**config.mk**
```make
export PLATFORM = sky130hd
export DESIGN_NAME = module_bcd_to_bin_seq
export DESIGN_NICKNAME = d
export VERILOG_FILES = /design/src/rtl/module_bcd_pkg.sv /design/src/rtl/module_bcd_digit_corr.sv /design/src/rtl/module_bcd_to_bin_seq.sv
export SDC_FILE = /design/constraint.sdc
export NUM_CORES = 1
export LEC_CHECK = 0
export BUFFER_PORTS_ARGS = -buffer_cell sky130_fd_sc_hd__buf_4
export CORE_MARGIN = 4
export CORE_UTILIZATION = 43
export DETAILED_ROUTE_END_ITERATION = 8
export MAX_ROUTING_LAYER = met4
export PLACE_DENSITY = 0.66
export SLEW_MARGIN = 20
export SYNTH_ARGS = -nofsm -noshare
export SYNTH_HDL_FRONTEND = slang
export SYNTH_SLANG_ARGS = --single-unit
```
**constraint.sdc**
```tcl
create_clock -name i_clk -period 2.3 [get_ports i_clk]
set_clock_uncertainty 0.1 [all_clocks]
set_input_delay 0.115 -clock i_clk [delete_from_list [all_inputs] [get_ports i_clk]]
set_output_delay 0.115 -clock i_clk [all_outputs]
set_load 0.005 [all_outputs]
```
**src/rtl/module_bcd_pkg.sv**
```systemverilog
// Shared types and constants for the sequential BCD-to-binary converter.
package module_bcd_pkg;

  // Converter control states: waiting, shifting one bit per clock, result pulse.
  typedef enum logic [1:0] {
    IDLE  = 2'd0,
    SHIFT = 2'd1,
    DONE  = 2'd2
  } state_t;

  // Largest legal decimal digit.
  localparam logic [3:0] BCD_DIGIT_MAX = 4'd9;
  // A digit at or above this value after a right shift picked up a stray 8
  // that should have been a 5 (half of the digit's weight of 10).
  localparam logic [3:0] DABBLE_THRESH = 4'd8;
  localparam logic [3:0] DABBLE_CORR   = 4'd3;

  // True when a nibble is not a valid decimal digit.
  function automatic logic digit_invalid(input logic [3:0] digit);
    return digit > BCD_DIGIT_MAX;
  endfunction

endpackage

```
**src/rtl/module_bcd_digit_corr.sv**
```systemverilog
// One-digit correction step of reverse double-dabble: subtract 3 when the
// shifted digit is 8 or more. Purely combinational, no carry between digits.
module module_bcd_digit_corr
  import module_bcd_pkg::*;
(
  input  logic [3:0] digit,
  output logic [3:0] corrected
);

  // Apply the -3 adjustment when the digit reaches the threshold.
  always_comb begin
    corrected = digit;
    if (digit >= DABBLE_THRESH) begin
      corrected = digit - DABBLE_CORR;
    end
  end

endmodule

```
**src/rtl/module_bcd_to_bin_seq.sv**
```systemverilog
// Sequential BCD-to-binary converter using reverse double-dabble: the packed
// BCD operand is shifted right into a binary register one bit per clock and
// each BCD digit is corrected after every shift.
//
// Handshake: i_start is a request that is accepted only on an edge where
// o_busy is low (state IDLE); i_bcd is sampled on that same edge. Requests
// while busy are dropped, not queued. o_done is a one-cycle valid pulse; the
// result (o_bin, o_err, o_ovf) is valid from o_done and held until the next
// accepted start.
module module_bcd_to_bin_seq
  import module_bcd_pkg::*;
#(
  parameter int N_DIGITS = 4,
  parameter int BIN_W    = 14
) (
  input  logic                  i_clk,
  input  logic                  i_rst,
  input  logic                  i_start,
  input  logic [4*N_DIGITS-1:0] i_bcd,
  output logic [BIN_W-1:0]      o_bin,
  output logic                  o_busy,
  output logic                  o_done,
  output logic                  o_err,
  output logic                  o_ovf,
  output state_t                dbg_state
);

  localparam int BCD_W = 4 * N_DIGITS;
  localparam int CNT_W = $clog2(BIN_W);
  localparam logic [CNT_W-1:0] CNT_LAST = CNT_W'(BIN_W - 1);

  state_t             state_q;
  state_t             state_d;
  logic [CNT_W-1:0]   cnt_q;
  logic [BCD_W-1:0]   bcd_q;
  logic [BIN_W-1:0]   bin_q;
  logic [BIN_W-1:0]   bin_out_q;
  logic               err_q;
  logic               ovf_q;

  logic [BCD_W-1:0]   bcd_shift;
  logic [BIN_W-1:0]   bin_shift;
  logic [BCD_W-1:0]   bcd_corr;
  logic               any_invalid;
  logic               accept;
  logic               last_shift;

  // Right shift of {bcd_q, bin_q}: the BCD LSB drops into the binary MSB.
  always_comb begin
    bcd_shift = {1'b0, bcd_q[BCD_W-1:1]};
    bin_shift = {bcd_q[0], bin_q[BIN_W-1:1]};
  end

  // Per-digit correction of the shifted BCD register.
  for (genvar g = 0; g < N_DIGITS; g++) begin : g_corr
    module_bcd_digit_corr u_corr (
      .digit     (bcd_shift[4*g +: 4]),
      .corrected (bcd_corr[4*g +: 4])
    );
  end

  // Flag any nibble of the incoming operand that is not a decimal digit.
  always_comb begin
    any_invalid = 1'b0;
    for (int i = 0; i < N_DIGITS; i++) begin
      any_invalid = any_invalid | digit_invalid(i_bcd[4*i +: 4]);
    end
  end

  assign accept     = (state_q == IDLE) && i_start;
  assign last_shift = (state_q == SHIFT) && (cnt_q == CNT_LAST);

  // Next-state logic: invalid operands skip straight to DONE.
  always_comb begin
    state_d = state_q;
    case (state_q)
      IDLE: begin
        if (i_start) begin
          state_d = any_invalid ? DONE : SHIFT;
        end
      end
      SHIFT: begin
        if (cnt_q == CNT_LAST) begin
          state_d = DONE;
        end
      end
      DONE:    state_d = IDLE;
      default: state_d = IDLE;
    endcase
  end

  // State register.
  always_ff @(posedge i_clk or posedge i_rst) begin
    if (i_rst) begin
      state_q <= IDLE;
    end else begin
      state_q <= state_d;
    end
  end

  // Datapath: load on accept, shift-and-correct in SHIFT, publish on last shift.
  always_ff @(posedge i_clk or posedge i_rst) begin
    if (i_rst) begin
      cnt_q     <= '0;
      bcd_q     <= '0;
      bin_q     <= '0;
      bin_out_q <= '0;
      err_q     <= 1'b0;
      ovf_q     <= 1'b0;
    end else if (accept) begin
      bcd_q <= i_bcd;
      bin_q <= '0;
      cnt_q <= '0;
      ovf_q <= 1'b0;
      err_q <= any_invalid;
      if (any_invalid) begin
        bin_out_q <= '0;
      end
    end else if (state_q == SHIFT) begin
      bcd_q <= bcd_corr;
      bin_q <= bin_shift;
      cnt_q <= cnt_q + CNT_W'(1);
      if (last_shift) begin
        bin_out_q <= bin_shift;
        // Anything left in the BCD register did not fit in BIN_W bits.
        ovf_q     <= |bcd_corr;
      end
    end
  end

  assign o_bin     = bin_out_q;
  assign o_err     = err_q;
  assign o_ovf     = ovf_q;
  assign o_busy    = (state_q != IDLE);
  assign o_done    = (state_q == DONE);
  assign dbg_state = state_q;

endmodule

```
==> results.toml, run 1 <==
[outcome]
outcome = "finished clean"

[synthesis]
ys_warn_count = 0
synth_area_per_cell_um2 = 9.510
synth_cells = 258
seq_area_frac_synth_pct = 52.01
syn_area_um2 = 2454
synth_cell_types = 32
ys_ff_latch = 51
syn_nets = 285

[clock_network]
tritoncts = "yes"
cts_setup_buffers = 0
ctsRootBufferMaster = "clkbuf_8"
numCtsBuffers = 5
cts_resized = 0
ctsHtreeMaxLevel = 2
clk_latency_ns = 0.30
clockBufferDepth = 2
clkTransAtPathRegs_ns = 0.09
cts.sinks = 51

[timing]
setup_ws_ns = 0.3818
setup_violations = 0
fin_crit_sh_pct = 83.40
rsz0062_at_grt = "false"
slew_headroom_pct = 41.05
max_freq_mhz = 521.3
tns_ns = 0
fin_crit_ns = 1.918
slew_viol_final = 0
worstMarginPinSlew_ns = 0.8809
hold_viol = 0

[layout]
area_growth_pct = 24.43
antennaDiodeCount = 0
stdcell_count = 383
drive_gt1_share_pct = 20.58
fin_nets = 337
final_cell_area_um2 = 3053

[worst_setup_path]
worst_path_most_repeated_cell = "o21ai_0"
cp_max_fo = 15
path_cells = "dlygate4sd3_1 -> buf_4 -> o21ai_0 -> nand4_1 -> mux2_2 -> o21ai_0"
critPathKind = "in -> reg"
cp-end-kind = "flip-flop"
slowest_delay_ns = 0.54
start_kind = "input pin"
cp_slowest_cell = "dlygate4sd3_1"
required_ns = 2.43
worst_ep_arrival_time_ns = 2.04

[grt]
grt_pass1_wl_um = 9156
track_usage_pct = 16.48
overflow = 0
grt_pass1_vias = 1920
grt_antenna_before_repair = 0
grt_max_degree = 35

[drt]
dr_total_vias = 1938
wirelength_um = 5195
post-route-drc-count = 0
drtIter0Drc = 112
wire_per_inst_um = 13.56
drtAntennaViolNets = 0
firstDrtPassIters = 4
vias_per_cell = 5.060

[floorplanning]
die_x_um = 83.54
dieArea_um2 = 6979
rows = 27
initial_core_util_pct = 44.56
io_pins = 39
die_h_um = 83.54
fp.coreArea_um2 = 5507

[power_and_ir_drop]
p_leak_nw = 1.493
totalPowerFinal_w = 0.002776
power_density_nw_per_um2 = 909.3
peakVddDrop_mv = 0.3633

[min_path]
hp-class = "in -> reg"

[place]
pre_cts_slack_ns = 0.3751
dp_hpwl_um = 3497
gp_congestion = 0.8224
port_buffers = 38
placedCellCount = 360
place_area_um2 = 2803

[job]
maxCapViolCount = 0
-- power breakdown --
part | switching (W) | internal, W | leakage [nW]
logic | 0.000496 | 0.000422 | 0.765
clock network | 0.000280 | 0.000275 | 0.0515
registers | 0.000222 | 0.00108 | 0.677
total | 0.000998 | 0.00178 | 1.49
-- state kept, by name, indices dropped and copies added (netlist names) --
name / cells
bin_q: 13
o_bin: 14
dbg_state: 2
bcd_q: 16
cnt_q: 4
o_err: 1
o_ovf: 1
-- metal layers --
| metal | wire length, um | global-route usage [%] | part of all wire (%) |
|---|---|---|---|
| met1 | 2406 | 20.95 | 46 |
| met2 | 2518 | 26.53 | 48 |
| met3 | 200 | 3.554 | 3.8 |
| met4 | 70 | 5.117 | 1.3 |
| met5 | 0 | - | 0 |
-- layout make-up --
cell class	count	area, um^2
Clock buffer	8	100.1
Sequential cell	51	1276
Inverter	23	86.33
Timing Repair Buffer	60	488.0
Tap cell	72	90.09
Multi-Input combinational cell	169	1012
Fill cell	519	2454
-- synthesized netlist by cell type (all sizes together) --
master	number	area, um^2
a211oi	2	15.01
a21boi	1	7.510
a21o	2	15.01
a21oi	2	10.01
a221o	7	70.07
a22o	1	8.760
a22oi	5	37.54
a31oi	1	6.260
and2	2	12.51
and3	1	6.260
buf	9	56.30
clkbuf	6	22.52
dfrtp	51	1276
ha	8	100.1
inv	23	86.33
mux2	1	11.26
mux2i	3	30.03
nand2	40	150.1
nand2b	3	18.77
nand3	34	170.2
nand4	3	18.77
nor2	11	41.29
nor2b	4	25.02
nor3	3	15.01
nor3b	1	12.51
nor4	2	12.51
o21ai	25	158.9
o22ai	1	6.260
xnor2	6	52.55
-- critical path: cells and delay by family --
kind / cells / cell delay, ns
mux: 1 / 0.49
simple gates: 1 / 0.26
buf+inv: 2 / 0.68
compound gates: 2 / 0.49
-- per-stage QoR --
step           hold WS (ns)  util, %
5_1_grt             0.01469    55.44
3_3_place_gp        0.09912    50.90
3_5_place_dp         0.1016    50.90
2_1_floorplan        0.1318        -
6_report           0.008950    55.44
4_1_cts            0.006158    55.44
-- cells in the final DEF (no fill, tap or decap), types with 2 or more instances in the layout --
master         instances
o21ai_2                9
dfrtp_1               51
nor4_1                 2
nand3_1               34
nor2_1                11
nand4_1                3
xnor2_1                6
dlygate4sd3_1         15
a211oi_1               2
and2_1                 2
o21ai_0               16
nor2b_1                4
inv_1                 22
clkbuf_8               7
buf_4                 45
nand2_1               40
a22oi_1                5
mux2i_1                3
a21o_1                 2
ha_1                   8
a221o_1                7
nor3_1                 3
nand2b_1               3
a21oi_1                2
-- final timing paths --
check                                              start                    end  depth (start not counted)  slack [ns]
worst max-delay path                            i_bcd[1]  o_bin[11]$_DFFE_PP0P_                          6        0.38
worst min-delay path                            i_bcd[0]   bcd_q[0]$_DFFE_PP0P_                          3       0.009
worst max register to register  dbg_state[0]$_DFFE_PP0P_  o_bin[11]$_DFFE_PP0P_                          5        0.41
worst min register to register      cnt_q[3]$_DFFE_PP0P_   cnt_q[3]$_DFFE_PP0P_                          1        0.39
max in group asynchronous                          i_rst   bin_q[1]$_DFFE_PP0P_                          4        1.18
min in group asynchronous                          i_rst      o_ovf$_DFFE_PP0P_                          3        0.32
-- kinds of logic after synthesis --
logic type / after synthesis / synth area share (%)
AOI/OAI and AO/OA: 47 / 13.67
xor gates and xnor gates: 6 / 2.142
adders and majority gates: 8 / 4.080
buffers and inverters: 38 / 6.731
DFF: 51 / 52.01
muxes: 4 / 1.683
and+or+nand+nor: 104 / 19.68
-- what timing repair did --
action	CTS	global route
setup endpoints to repair	0	0
endpoints found under the hold margin	38	0
hold buffers	15	0
(Power assumes the default switching activity.)
==> run 2, diff against run 1 <==
--- a/config.mk
+++ b/config.mk
@@ -10,7 +10,7 @@
 export CORE_UTILIZATION = 43
 export DETAILED_ROUTE_END_ITERATION = 8
 export MAX_ROUTING_LAYER = met4
-export PLACE_DENSITY = 0.66
+export PLACE_DENSITY = 0.69
 export SLEW_MARGIN = 20
 export SYNTH_ARGS = -nofsm -noshare
 export SYNTH_HDL_FRONTEND = slang
==> constraint.sdc (replaced) <==
create_clock -name i_clk -period 1.65 [get_ports i_clk]
set_clock_uncertainty 0.1 [all_clocks]
set_input_delay 0.0825 -clock i_clk [delete_from_list [all_inputs] [get_ports i_clk]]
set_output_delay 0.0825 -clock i_clk [all_outputs]
set_load 0.005 [all_outputs]
==> results.toml, run 2 (synthesized netlist as in run 1, its figures left out) <==
[outcome]
outcome = "finished clean"

[worst_setup_path]
start_kind = "input pin"
required_ns = 1.78
slowest_delay_ns = 0.54
worst_ep_arrival_time_ns = 1.73
cp_slowest_cell = "dlygate4sd3_1"
r2r_slack_ns = 0.07
r2r_end = "bcd_q[3]$_DFFE_PP0P_"
cp_max_fo = 7
critPathKind = "in -> reg"
rr_worst_depth = 5
path_cells = "dlygate4sd3_1 -> buf_4 -> o21ai_0 -> nand4_1 -> mux2_2 -> o21ai_2"
cp-end-kind = "flip-flop"
rr_startpoint = "dbg_state[0]$_DFFE_PP0P_"

[timing]
fin_crit_ns = 1.595
slew_headroom_pct = 66.98
slew_viol_final = 0
setup_ws_ns = 0.05508
tns_ns = 0
setup_violations = 0
max_freq_mhz = 627.0
hold_viol = 0
rsz0062_at_grt = "true"
worstMarginPinSlew_ns = 0.4945
fin_crit_sh_pct = 96.66

[place]
dp_hpwl_um = 3918
pre_cts_slack_ns = 0.03301
placedCellCount = 375
gp_congestion = 0.8224
port_buffers = 38

[drt]
post-route-drc-count = 0
wire_per_inst_um = 14.35
dr_total_vias = 2066
drtAntennaViolNets = 0
wirelength_um = 5799
vias_per_cell = 5.114
firstDrtPassIters = 4
drtIter0Drc = 132

[floorplanning]
rows = 27
io_pins = 39
die_h_um = 83.54
initial_core_util_pct = 44.56
die_x_um = 83.54
dieArea_um2 = 6979
fp.coreArea_um2 = 5507

[grt]
globalRouteMet3Util_pct = 3.060
overflow = 0
grt_use_met2_pct = 30.47
grt_antenna_before_repair = 0
grt_pass1_vias = 2108
grt_pass1_wl_um = 9929
track_usage_pct = 17.66
grt_max_degree = 24
grt_busiest_layer = "met2"
grtUsageMet1_pct = 21.62

[power_and_ir_drop]
peakVddDrop_mv = 0.5624
clkPwrFrac_pct = 22.5
internal_power_w = 0.002956
switching_power_w = 0.001529
p_leak_nw = 1.617
power.share.sequential_pct = 39.1
combinationalPowerShare_pct = 38.4
power.share.switching_pct = 34.09
power_density_nw_per_um2 = 1359

[clock_network]
ctsRootBufferMaster = "clkbuf_8"
numCtsBuffers = 5
cts.sinks = 51
clockBufferDepth = 2
clkTransAtPathRegs_ns = 0.09
ctsHtreeMaxLevel = 2
tritoncts = "yes"
clk_latency_ns = 0.30

[min_path]
hold_start = "i_bcd[3]"
min_path_cells = 3
min_to = "bcd_q[3]$_DFFE_PP0P_"
hp-class = "in -> reg"

[layout]
largest_reg_flops = 16
multi_input_area_um2 = 1054
final_cell_mix = "buf_4, dfrtp_1, nand2_1, nand3_1, inv_1"
final_common_cell = "buf_4"
nFillCells = 467
stdcell_count = 404
largest_register = "bcd_q"
regArea_um2 = 1276
drive_gt1_share_pct = 26.81
fin_nets = 358
antennaDiodeCount = 0
area_growth_pct = 34.47

[job]
maxCapViolCount = 0
==> run 2: cell count changes in the layout (fill, tap and decap cells not counted), sizes merged <==
cell         previous run  this run
clkbuf                  8         6
bufinv                  0         2
dlygate4sd3            15        16
mux2                    1         2
buf                    45        64
==> run 2: how the worst max path moves through the flow <==
| stage | startpoint | endpoint | slack [ns] | depth (start not counted) |
|---|---|---|---|---|
| floorplan | cnt_q[1]$_DFFE_PP0P_ | o_bin[0]$_DFFE_PP0P_ | -0.03 | 8 |
| global placement | cnt_q[1]$_DFFE_PP0P_ | o_bin[8]$_DFFE_PP0P_ | 0.09 | 6 |
| detailed placement | cnt_q[1]$_DFFE_PP0P_ | o_bin[11]$_DFFE_PP0P_ | 0.03 | 6 |
| CTS | i_bcd[6] | o_bin[11]$_DFFE_PP0P_ | 0.005 | 6 |
| global route | bcd_q[1]$_DFFE_PP0P_ | o_ovf$_DFFE_PP0P_ | -0.04 | 6 |
| finish | i_bcd[6] | o_bin[4]$_DFFE_PP0P_ | 0.06 | 6 |
==> run 2: per-stage QoR <==
stage	util (%)	area (um^2)	hold WS (ns)	power, W
floorplan	-	2471	0.09934	0.002752
global placement	53.42	2942	0.04075	0.003314
detailed placement	53.42	2942	0.05488	0.003354
CTS	58.74	3234	0.01643	0.004399
global route	59.92	3299	0.02189	0.004783
finish	59.92	3299	0.01520	0.004484
==> run 2: routing by layer <==
layer	vias up	share of wire (%)
li1	1015	-
met3	5	2.0
met4	0	1.1
met1	1020	46
met5	-	0
met2	26	51
==> run 2: area by class of cell <==
| cell class | instances | share of cell area [%] |
|---|---|---|
| inverter | 23 | 2.617 |
| sequential | 51 | 38.68 |
| timing repair buffer | 80 | 20.02 |
| clock buffer | 6 | 2.199 |
| multi-input combinational | 170 | 31.93 |
| tap | 72 | 2.730 |
| clock inverter | 2 | 1.820 |
==> run 2: worst max-delay path: cells and delay by family <==
family | cells | cell delay (ns)
muxes | 1 | 0.44
AOI/OAI and AO/OA | 2 | 0.29
buffers and inverters | 2 | 0.68
and+or+nand+nor | 1 | 0.23
==> run 2: power groups by stage <==
| stage | clock (W) | combinational, W | sequential, W |
|---|---|---|---|
| 4_1_cts | 0.00103 | 0.00162 | 0.00175 |
| 5_1_grt | 0.00109 | 0.00190 | 0.00179 |
| 2_1_floorplan | 0 | 0.000984 | 0.00177 |
| 6_report | 0.00101 | 0.00172 | 0.00175 |
| 3_3_place_gp | 0 | 0.00155 | 0.00176 |
| 3_5_place_dp | 0 | 0.00158 | 0.00177 |
==> run 2: timing repair <==
action                     in CTS  in global routing
gates resized for setup         0                  7
setup endpoints to repair       0                  7
hold endpoints to repair       35                  0
hold buffers                   16                  0
buffers inserted                0                  4
